## src/rtl/data_memory_interface_if.sv

```systemverilog
// Data-memory bus between the load/store unit (master) and the memory (slave).
interface data_memory_interface_if;
   logic        dmem_req;
   logic        dmem_we;
   logic [31:0] dmem_addr;
   logic [31:0] dmem_wdata;
   logic [3:0]  dmem_be;
   logic        dmem_ack;
   logic [31:0] dmem_rdata;

   modport master (
      output dmem_req, dmem_we, dmem_addr, dmem_wdata, dmem_be,
      input  dmem_ack, dmem_rdata
   );

   modport slave (
      input  dmem_req, dmem_we, dmem_addr, dmem_wdata, dmem_be,
      output dmem_ack, dmem_rdata
   );
endinterface

```

## src/rtl/data_memory_interface.sv

```systemverilog
// Load/store unit: req/ack data-memory handshake, load extension, PC stall and
// misalignment / illegal-size / timeout fault reporting.
module data_memory_interface #(
   parameter int TIMEOUT_CYCLES = 16,
   parameter int TIMEOUT_WIDTH  = 5
) (
   input  logic                           clk,
   input  logic                           reset_n,
   input  logic                           memory_read,
   input  logic                           memory_write,
   input  logic [2:0]                     funct3,
   input  logic [31:0]                    address,
   input  logic [31:0]                    store_data,
   data_memory_interface_if.master        bus,
   output logic [31:0]                    load_data,
   output logic                           write_done,
   output logic                           addr_misaligned,
   output logic                           access_fault
);

   localparam logic [1:0] IDLE   = 2'd0;
   localparam logic [1:0] ACCESS = 2'd1;
   localparam logic [1:0] DONE   = 2'd2;
   localparam logic [TIMEOUT_WIDTH-1:0] LAST_WAIT = TIMEOUT_WIDTH'(TIMEOUT_CYCLES - 1);

   logic [1:0]               state;
   logic [TIMEOUT_WIDTH-1:0] wait_count;
   logic                     fault_q;
   logic                     request;
   logic                     size_illegal;
   logic                     misaligned;
   logic                     start;
   logic [7:0]               lane_byte;
   logic [15:0]              lane_half;
   logic [31:0]              extended;

   // A store takes priority over a simultaneous load, so legality follows the store rules then.
   always_comb begin
      request = memory_read | memory_write;
      if (memory_write)
         size_illegal = funct3[2] | (funct3[1:0] == 2'b11);
      else
         size_illegal = (funct3[1:0] == 2'b11) | (funct3 == 3'b110);
      misaligned = ((funct3[1:0] == 2'b01) & address[0]) |
                   ((funct3[1:0] == 2'b10) & (address[1:0] != 2'b00));
      start = (state == IDLE) & request & ~size_illegal & ~misaligned;
   end

   always_comb begin
      bus.dmem_req  = (state == ACCESS);
      bus.dmem_we   = (state == ACCESS) & memory_write;
      bus.dmem_addr = {address[31:2], 2'b00};
      bus.dmem_be   = 4'b1111;
      if (memory_write) begin
         case (funct3[1:0])
            2'b00:   bus.dmem_be = 4'b0001 << address[1:0];
            2'b01:   bus.dmem_be = address[1] ? 4'b1100 : 4'b0011;
            default: bus.dmem_be = 4'b1111;
         endcase
      end
      case (funct3[1:0])
         2'b00:   bus.dmem_wdata = {4{store_data[7:0]}};
         2'b01:   bus.dmem_wdata = {2{store_data[15:0]}};
         default: bus.dmem_wdata = store_data;
      endcase
      write_done      = ~(start | (state == ACCESS));
      addr_misaligned = (state == IDLE) & request & ~size_illegal & misaligned;
      access_fault    = ((state == IDLE) & request & size_illegal) |
                        ((state == DONE) & fault_q);
   end

   always_comb begin
      case (address[1:0])
         2'b00:   lane_byte = bus.dmem_rdata[7:0];
         2'b01:   lane_byte = bus.dmem_rdata[15:8];
         2'b10:   lane_byte = bus.dmem_rdata[23:16];
         default: lane_byte = bus.dmem_rdata[31:24];
      endcase
      lane_half = address[1] ? bus.dmem_rdata[31:16] : bus.dmem_rdata[15:0];
      case (funct3)
         3'b000:  extended = {{24{lane_byte[7]}}, lane_byte};
         3'b001:  extended = {{16{lane_half[15]}}, lane_half};
         3'b100:  extended = {24'd0, lane_byte};
         3'b101:  extended = {16'd0, lane_half};
         default: extended = bus.dmem_rdata;
      endcase
   end

   // An ack arriving in the final wait cycle completes normally rather than timing out.
   always_ff @(posedge clk or negedge reset_n) begin
      if (!reset_n) begin
         state      <= IDLE;
         load_data  <= 32'd0;
         wait_count <= '0;
         fault_q    <= 1'b0;
      end else begin
         case (state)
            IDLE: begin
               fault_q <= 1'b0;
               if (start) begin
                  state      <= ACCESS;
                  wait_count <= '0;
               end
            end
            ACCESS: begin
               if (bus.dmem_ack) begin
                  if (!memory_write)
                     load_data <= extended;
                  state <= DONE;
               end else if (wait_count == LAST_WAIT) begin
                  state     <= DONE;
                  fault_q   <= 1'b1;
                  load_data <= 32'd0;
               end else begin
                  wait_count <= wait_count + TIMEOUT_WIDTH'(1);
               end
            end
            DONE: begin
               state   <= IDLE;
               fault_q <= 1'b0;
            end
            default: state <= IDLE;
         endcase
      end
   end

endmodule

```

## src/flat_wrapper.sv

```systemverilog
// flat-port wrapper written by rule: the top's interface ports become plain ports
module data_memory_interface_flat 
#(
   parameter int TIMEOUT_CYCLES = 16,
   parameter int TIMEOUT_WIDTH  = 5
)
  (clk, reset_n, memory_read, memory_write, funct3, address, store_data, load_data, write_done, addr_misaligned, access_fault, bus_dmem_req, bus_dmem_we, bus_dmem_addr, bus_dmem_wdata, bus_dmem_be, bus_dmem_ack, bus_dmem_rdata);
  data_memory_interface_if bus_i ();
  input  logic clk;
  input  logic reset_n;
  input  logic memory_read;
  input  logic memory_write;
  input  logic [2:0] funct3;
  input  logic [31:0] address;
  input  logic [31:0] store_data;
  output logic [31:0] load_data;
  output logic write_done;
  output logic addr_misaligned;
  output logic access_fault;
  output wire logic [$bits(bus_i.dmem_req)-1:0] bus_dmem_req;
  output wire logic [$bits(bus_i.dmem_we)-1:0] bus_dmem_we;
  output wire logic [$bits(bus_i.dmem_addr)-1:0] bus_dmem_addr;
  output wire logic [$bits(bus_i.dmem_wdata)-1:0] bus_dmem_wdata;
  output wire logic [$bits(bus_i.dmem_be)-1:0] bus_dmem_be;
  input wire logic [$bits(bus_i.dmem_ack)-1:0] bus_dmem_ack;
  input wire logic [$bits(bus_i.dmem_rdata)-1:0] bus_dmem_rdata;
  assign bus_dmem_req = bus_i.dmem_req;
  assign bus_dmem_we = bus_i.dmem_we;
  assign bus_dmem_addr = bus_i.dmem_addr;
  assign bus_dmem_wdata = bus_i.dmem_wdata;
  assign bus_dmem_be = bus_i.dmem_be;
  assign bus_i.dmem_ack = bus_dmem_ack;
  assign bus_i.dmem_rdata = bus_dmem_rdata;
  data_memory_interface #(.TIMEOUT_CYCLES(TIMEOUT_CYCLES), .TIMEOUT_WIDTH(TIMEOUT_WIDTH)) u_core (.clk(clk), .reset_n(reset_n), .memory_read(memory_read), .memory_write(memory_write), .funct3(funct3), .address(address), .store_data(store_data), .bus(bus_i), .load_data(load_data), .write_done(write_done), .addr_misaligned(addr_misaligned), .access_fault(access_fault));
endmodule
```

## config.mk

```make
export PLATFORM = sky130hd
export DESIGN_NAME = data_memory_interface_flat
export DESIGN_NICKNAME = d
export VERILOG_FILES = /design/src/rtl/data_memory_interface_if.sv /design/src/rtl/data_memory_interface.sv /design/src/flat_wrapper.sv
export SDC_FILE = /design/constraint.sdc
export NUM_CORES = 1
export LEC_CHECK = 0
export ABC_AREA = 0
export CAP_MARGIN = 20
export CELL_PAD_IN_SITES_DETAIL_PLACEMENT = 1
export CELL_PAD_IN_SITES_GLOBAL_PLACEMENT = 2
export CORE_ASPECT_RATIO = 0.5
export CORE_MARGIN = 2
export CORE_UTILIZATION = 18
export DETAILED_ROUTE_END_ITERATION = 10
export GPL_TIMING_DRIVEN = 0
export PLACE_DENSITY = 0.88
export SLEW_MARGIN = 5
export SYNTH_ARGS = -nofsm -noshare
export SYNTH_HDL_FRONTEND = slang
export SYNTH_SLANG_ARGS = --single-unit
```

## constraint.sdc

```tcl
create_clock -name clk -period 2.4 [get_ports clk]
set_input_delay 0.24 -clock clk [delete_from_list [all_inputs] [get_ports clk]]
set_output_delay 0.24 -clock clk [all_outputs]
set_load 0.005 [all_outputs]
```

==> implementation parameters, run 1 <==
Parameter                              Value

STA
  Final count of pins violating max slew ... 0
  Relative slew slack ... ~46%
  Part of the cycle the worst path needs ... 93.04%
  Hold violation count in the final report ... 0
  Achievable frequency ... 447.8 MHz
  RSZ-0062 raised after global routing ... false
  Smallest setup slack after layout ... roughly 170 ps
  Actual slew at the worst max-slew pin ... approximately 800 ps
  Clock skew ... between 3 and 4 ps
  Shortest period the worst path allows ... ~2200 ps
  Count of endpoints failing setup in the final report ... 0

CTS
  Clock tree from TritonCTS ... yes
  Skew-Pair Late Insertion Delay ... ~280 ps
  CTS sink cnt ... 40
  Number of buffers inserted during clock tree synthesis ... 5
  Bufs on Longest Clock Path ... 2
  Root Buffer ... sky130_fd_sc_hd__clkbuf_16
  CTS clk-pin slew, worst paths ... 60 ps
  Maximum level of the CTS H-tree ... 2

Layout
  Total number of nets in the final design ... between 600 and 700
  FILL cells ... roughly 1.8k
  Fraction of layout cells with a size suffix above 1 ... 19.52%
  Register cell area after layout ... around 1000 µm²
  Area grow syn2layout ... 76.69%
  Final non-filler cell total ... about 700
  Final Instance Area ... 5065 µm²
  Antenna fix cells ... 0
  Most common cell after layout, fill and taps aside ... sky130_fd_sc_hd__clkdlybuf4s50_1
  Area of combinational cells with multiple inputs ... ~1500 µm²
  Most frequent cells in the layout ... sky130_fd_sc_hd__clkdlybuf4s50_1 (172), sky130_fd_sc_hd__buf_4 (41), sky130_fd_sc_hd__dfrtp_1 (40), sky130_fd_sc_hd__nand2_1 (31), sky130_fd_sc_hd__o21ai_0 (23)

Placed design
  Placer's final routability congestion estimate ... approximately 0.8
  Post-place setup slack ... -347.1 ps
  Hpwl dp ... 9748 µm
  Quantity of I/O buffers inserted on ports ... 173
  Area of placed instances ... ~4900 µm²
  Instance count after placement with tap cells included ... between 600 and 700

Run status
  Outcome ... complete, no violations

Logic synthesis
  Number of synthesis warnings ... 0
  Number of synthesized register bits ... 40
  Synth Instances ... roughly 310
  Number of enable flip-flop cells after synthesis ... 0
  Netlist Area Pre-Place ... 2866 µm²
  Most used flip-flop cell after synthesis ... sky130_fd_sc_hd__dfrtp_1
  Mapped Avg Cell Area ... roughly 9.2 µm²
  Share of synthesized area occupied by flip-flops and latches ... between 30% and 40%
  Post-synthesis cell type count ... 48
  Fraction of registers with async set/reset ... 100.0%

Global route
  Global-route wire length before repair ... around 18000 µm
  Number of global-route vias before repair ... roughly 3.3k
  Number of antenna violations at the first check in global routing ... 0
  GR Overflow Total ... 0
  Combined global-route utilization of all metal layers ... between 10% and 20%
  Largest net degree at the start of global routing ... 28

Power
  Share of power burned in the clock network ... ~20%
  Areal power density over the cells ... between 600 and 700 nW/µm²
  Comb pwr share ... ~46%
  Overall power after layout ... 3.331 mW
  Maximum VDD drop ... approximately 0.26 mV
  Cell internal pwr ... 2.327 mW
  Share of total power in sequential cells ... between 30% and 40%
  Total net switching power ... roughly 1 mW
  Standby leakage power ... 2.129 nW
  Switching part of the total power ... about 30%

Worst setup path
  Arrival time at the worst endpoint ... approximately 2400 ps
  Worst r2r src ... u_core.wait_count[0]
  Capture instance of the worst register-to-register path ... u_core.load_data[15]
  Sequence of cells on the critical path ... ha_1, and3_1, ha_1, nor2b_1, o21ai_2, clkbuf_2, mux2i_1, a31oi_1
  Minimum setup slack among reg-to-reg paths ... 170 ps
  Worst setup EP type ... flip-flop
  Required arrival time at the worst endpoint ... between 2000 and 3000 ps
  Worst Setup SP ... u_core.wait_count[0]
  Last element of the critical path ... u_core.load_data[15]
  CP Class ... reg -> reg
  Worst Setup Start Kind ... flip-flop
  Worst r2r path cells ... 8
  Cell repeated most along the worst path ... sky130_fd_sc_hd__ha_1
  Worst path max stage delay ... 400 ps
  Worst-path cell with the longest stage delay ... sky130_fd_sc_hd__dfrtp_1
  Maximum fanout encountered on the critical timing path ... 10

Detailed routing
  First-pass detailed-route iteration total ... 4
  Via count ... about 3.1k
  Count of antenna-violating nets left after detailed routing ... 0
  Drt wl/cell ... roughly 17 µm
  Drc violations ... 0
  Final routed wirelength across all metal layers ... 12110 µm
  1st-iter DRT viols ... 105
  Via density ... about 4.5

Min path
  Path type of the worst min-delay path ... in -> reg

Die
  Site Rows ... 32
  Overall die width ... between 150 and 200 µm
  Placeable Area ... roughly 15000 µm²
  Die Height ... 93.24 µm
  Total die area ... between 15000 and 20000 µm²
  I/O pin count ... between 200 and 250
  Initial Util ... a little under a fifth

Flow run
  Maximum Capacitance Violations ... 0
==> worst max-delay path, delay by kind of cell, from the launching register on <==
family / cells / cell delay, ps
AO/OA/AOI/OAI: 2 / 360
adder cells (fa/ha/maj): 2 / 440
buffers and inverters: 1 / 340
flip-flops: 1 / 400
multiplexers: 1 / 220
AND/OR/NAND/NOR: 2 / 350
==> cell families (layout without fill, tap and decap cells) <==
group | count (synthesis) | after routing | share of synthesized area (%)
AOI/OAI and AO/OA | 84 | 84 | 22.17
xor gates and xnor gates | 3 | 3 | 0.9168
adders and majority gates | 2 | 2 | 0.8728
buffers and inverters | 67 | 251 | 14.75
DFF | 40 | 40 | 34.92
muxes | 28 | 28 | 10.96
other | 1 | 2 | 0.1308
and+or+nand+nor | 87 | 87 | 15.28
==> per-layer routing <==
metal	track usage, %	wire [µm]	share of wire [%]
met5	0	0	0
met3	2.453	586	4.8
met2	25.73	6298	52
met1	16.20	4920	41
met4	4.637	304	2.5
==> metrics by stage <==
step                setup TNS [ps]  hold slack [ps]  util (%)
detailed placement           -2883            179.7     31.44
finish                           0            391.2     32.69
global placement             -2677            460.8     31.35
global route                     0            420.0     32.69
floorplan                        0           -55.59         -
CTS                              0            386.5     32.60
==> timing repair <==
| item | 4_1_cts | 5_1_grt |
|---|---|---|
| hold buffers | 1 | 0 |
| endpoints found under the setup margin | 24 | 16 |
| setup buffers | 0 | 1 |
| hold endpoints to repair | 13 | 0 |
| gates resized for setup | 6 | 4 |
==> synthesized netlist by cell type, drive strengths merged (2+ instances only) <==
library cell	n	share of area, %
a211o	7	2.1
nor2b	8	1.7
o31ai	8	2.1
o21ai	25	4.4
and3b	7	2.1
a221oi	7	2.1
buf	49	12
a21boi	2	0.52
mux2	17	6.7
nand2	32	4.3
nand3	2	0.35
a21oi	10	1.7
ha	2	0.87
inv	6	0.79
clkbuf	12	1.6
and3	2	0.48
or3	7	1.5
a221o	16	6.0
nand2b	3	0.65
mux2i	10	3.5
dfrtp	40	35
nor2	20	2.7
xor2	3	0.92
==> flip-flops by register name, indices dropped and copies added, names as in the netlist <==
register	flops
u_core.load_data	32
u_core.fault_q	1
u_core.state	2
u_core.wait_count	5
==> power groups by stage <==
stage | combinational, mW | clock [mW] | sequential [mW]
after floorplan | 0.509 | 0 | 1.13
after global placement | 1.50 | 0 | 1.14
after detailed placement | 1.54 | 0 | 1.15
after CTS | 1.56 | 0.668 | 1.14
after global routing | 1.65 | 0.696 | 1.18
final | 1.53 | 0.661 | 1.14
==> layout make-up <==
cell class / count / area share, %
flip-flops and latches: 40 / 19.76
clock buffers: 5 / 2.470
well taps: 204 / 5.040
clock inverters: 3 / 0.3706
repair buffers: 176 / 34.83
multi-input cells: 206 / 29.03
inverters: 6 / 0.4447
plain buffers: 61 / 8.053
==> worst min path at each step <==
stage	slack [ps]	cells after the start	endpoint	from
after floorplan	-60	0	u_core.fault_q	reset_n
after global placement	460	2	u_core.load_data[0]	u_core.load_data[0]
after detailed placement	180	1	u_core.load_data[8]	reset_n
after CTS	390	3	u_core.load_data[15]	funct3[0]
after global routing	420	3	u_core.load_data[15]	funct3[0]
final	390	3	u_core.load_data[15]	funct3[0]
Note: power is estimated with default switching activity, not from simulation.
==> run 2: changes to the inputs <==
--- a/config.mk
+++ b/config.mk
@@ -11,10 +11,11 @@
 export CELL_PAD_IN_SITES_GLOBAL_PLACEMENT = 2
 export CORE_ASPECT_RATIO = 0.5
 export CORE_MARGIN = 2
-export CORE_UTILIZATION = 18
+export CORE_UTILIZATION = 33
 export DETAILED_ROUTE_END_ITERATION = 10
+export DONT_BUFFER_PORTS = 1
 export GPL_TIMING_DRIVEN = 0
-export PLACE_DENSITY = 0.88
+export PLACE_DENSITY = 0.87
 export SLEW_MARGIN = 5
 export SYNTH_ARGS = -nofsm -noshare
 export SYNTH_HDL_FRONTEND = slang
==> run 2 against run 1 <==
  * Critical path depth unchanged
  * Largest cell class is now multi-input combinational cells
  * Power fell by 25%
  * Cell area is 37% lower
  * Flip-flop and latch count unchanged
  * Routed wire length shrank 20%
  * First-iteration DRC count is 35% higher
  * Sequential share of layout area is 12 points higher
  * Cell count decreased by 38%
  * Sequential power is 8% higher
  * Critical path type unchanged
  * Highest routed layer unchanged
  * Clock power shrank 3.5%
  * Clock skew rose by 1.9 ps
  * Core utilization grew 6.2 points
==> implementation parameters, run 2 (synthesis gave the netlist of run 1 again) <==
Parameter                              Value

Run status
  Outcome ... complete, no violations

Detailed routing
  1st-iter DRT viols ... 142
  Drc violations ... 0
  Via density ... between 5 and 6
  Via count ... between 2k and 2.5k
  Count of antenna-violating nets left after detailed routing ... 0
  Drt wl/cell ... 22.41 µm
  First-pass detailed-route iteration total ... 4
  Final routed wirelength across all metal layers ... roughly 9700 µm

STA
  Achievable frequency ... ~440 MHz
  Actual slew at the worst max-slew pin ... between 800 and 900 ps
  Shortest period the worst path allows ... between 2000 and 2500 ps
  RSZ-0062 raised after global routing ... true
  Clock skew ... about 5.5 ps
  Relative slew slack ... around two fifths
  Count of endpoints failing setup in the final report ... 0
  Smallest hold slack ... between 100 and 150 ps
  Part of the cycle the worst path needs ... a little over nine tenths
  Hold violation count in the final report ... 0
  Smallest setup slack after layout ... ~150 ps
  Final count of pins violating max slew ... 0

CTS
  Skew-Pair Late Insertion Delay ... 280 ps
  CTS sink cnt ... 40
  Number of buffers inserted during clock tree synthesis ... 5
  Root Buffer ... sky130_fd_sc_hd__clkbuf_16
  Bufs on Longest Clock Path ... 2
  Maximum level of the CTS H-tree ... 2
  Clock tree from TritonCTS ... yes
  CTS clk-pin slew, worst paths ... 60 ps

Min path
  Path type of the worst min-delay path ... in -> reg
  Hold Path End ... u_core.load_data[16]
  Startpoint of the most critical hold path ... bus_dmem_rdata[16]
  Min-Delay Path Depth ... 1

Layout
  Number of flip-flops under the largest register name ... 32
  Most frequent cells in the layout ... sky130_fd_sc_hd__buf_4 (40), sky130_fd_sc_hd__dfrtp_1 (40), sky130_fd_sc_hd__nand2_1 (31), sky130_fd_sc_hd__o21ai_0 (23), sky130_fd_sc_hd__nor2_1 (19)
  Antenna fix cells ... 0
  Total number of nets in the final design ... between 400 and 500
  Register with the most flip-flops ... u_core.load_data
  Registers with the highest flip-flop counts ... u_core.load_data x32, u_core.wait_count x5, u_core.state x2
  Fin util ... between 30% and 40%
  FILL cells ... about 1000
  Fraction of layout cells with a size suffix above 1 ... between 20 and 30%
  Area grow syn2layout ... 11.26%

Worst setup path
  Worst r2r src ... u_core.wait_count[0]
  CP Class ... reg -> reg
  Kind of cell adding the most delay to the critical path ... adder cells
  Sequence of cells on the critical path ... ha_1, and3_1, ha_1, nor2b_1, o21ai_2, buf_2, mux2i_1, a31oi_1
  Maximum fanout encountered on the critical timing path ... 10
  Required arrival time at the worst endpoint ... around 2600 ps
  Capture instance of the worst register-to-register path ... u_core.load_data[15]
  Worst r2r path cells ... 8
  Buffers and inverters on the worst path ... 1
  Worst path max stage delay ... between 400 and 500 ps
  Minimum setup slack among reg-to-reg paths ... ~150 ps
  Arrival time at the worst endpoint ... 2410 ps
  Worst Setup Start Kind ... flip-flop
  Worst setup EP type ... flip-flop
  Cell repeated most along the worst path ... sky130_fd_sc_hd__ha_1
  Worst-path cell with the longest stage delay ... sky130_fd_sc_hd__dfrtp_1

Power
  Areal power density over the cells ... a little under 800 nW/µm²
  Maximum VDD drop ... between 0.2 and 0.3 mV
  Standby leakage power ... approximately 1.4 nW

Placed design
  Placer's final routability congestion estimate ... ~0.86
  Post-place setup slack ... -175.0 ps
  Quantity of I/O buffers inserted on ports ... 0
  Hpwl dp ... just under 8000 µm

Die
  Initial Util ... 34.95%
  Placeable Area ... between 8000 and 9000 µm²
  Overall die width ... about 140 µm
  Die Height ... 69.91 µm
  I/O pin count ... between 200 and 250
  Site Rows ... 23
  Total die area ... about 9500 µm²

Global route
  GR Overflow Total ... 0
  Largest net degree at the start of global routing ... between 40 and 50
  Global-route wire length before repair ... 14760 µm
  Combined global-route utilization of all metal layers ... 19.94%
  Number of global-route vias before repair ... approximately 2.5k
  Number of antenna violations at the first check in global routing ... 0

Flow run
  Maximum Capacitance Violations ... 0
## run 2: cell types whose count changed in the layout (fill, tap and decap cells not counted), sizes merged
| cell | previous run | this run |
|---|---|---|
| clkdlybuf4s50 | 172 | 0 |
| clkbuf | 18 | 16 |
| clkinv | 3 | 1 |
| clkinvlp | 0 | 1 |
## run 2: through the flow
step / power [mW] / std cells / TNS, ps / area, µm²
floorplan: 1.643 / 313 / 0 / 2870
finish: 2.504 / 434 / 0 / 3189
CTS: 2.523 / 434 / 0 / 3183
global placement: 1.815 / 425 / -86.32 / 3010
global route: 2.675 / 434 / -19.14 / 3189
detailed placement: 1.868 / 425 / -295.5 / 3010
## run 2: worst max-delay path by stage
| stage | from | slack, ps | depth (start not counted) | to |
|---|---|---|---|---|
| after floorplan | u_core.wait_count[0] | 330 | 8 | u_core.load_data[15] |
| after global routing | u_core.wait_count[0] | -10 | 8 | u_core.load_data[14] |
| after CTS | u_core.wait_count[0] | 120 | 7 | u_core.wait_count[3] |
| final | u_core.wait_count[0] | 150 | 8 | u_core.load_data[15] |
| after detailed placement | u_core.wait_count[0] | -180 | 8 | u_core.load_data[15] |
| after global placement | u_core.wait_count[0] | -90 | 8 | u_core.load_data[15] |
## run 2: power breakdown
part | internal (mW) | switching (mW) | total (mW)
logic | 0.333 | 0.302 | 0.635
registers | 0.956 | 0.274 | 1.23
clock network | 0.377 | 0.261 | 0.638
total | 1.67 | 0.837 | 2.50
## run 2: area by class of cell
cell class	instances	area, µm²	share of cell area, %
clock buffers	5	125.1	3.923
plain buffers	61	401.6	12.59
well taps	112	140.1	4.394
flip-flops and latches	40	1001	31.38
repair buffers	2	30.03	0.9415
inverters	6	22.52	0.7062
clock inverters	2	12.51	0.3923
multi-input cells	206	1456	45.67
## run 2: per-layer routing
layer | vias up | part of all wire [%] | global-route usage, %
li1 | 1111 | - | -
met1 | 1234 | 39 | 23.88
met2 | 117 | 51 | 35.30
met3 | 17 | 7.6 | 5.374
met4 | 0 | 2.0 | 5.556
met5 | - | 0 | 0
## run 2: worst reg2reg max path: stages (launching register included)
cell and delay [ps]:
sky130_fd_sc_hd__dfrtp_1 420, sky130_fd_sc_hd__ha_1 230, sky130_fd_sc_hd__and3_1 190, sky130_fd_sc_hd__ha_1 230
sky130_fd_sc_hd__nor2b_1 170, sky130_fd_sc_hd__o21ai_2 300, sky130_fd_sc_hd__buf_2 320, sky130_fd_sc_hd__mux2i_1 230
sky130_fd_sc_hd__a31oi_1 60
## run 2: timing repair
item / CTS / global route
resized for setup: 2 / 2
endpoints found under the hold margin: 40 / 0
buffers inserted: 0 / 0
endpoints found under the setup margin: 9 / 2
hold buffers: 2 / 0
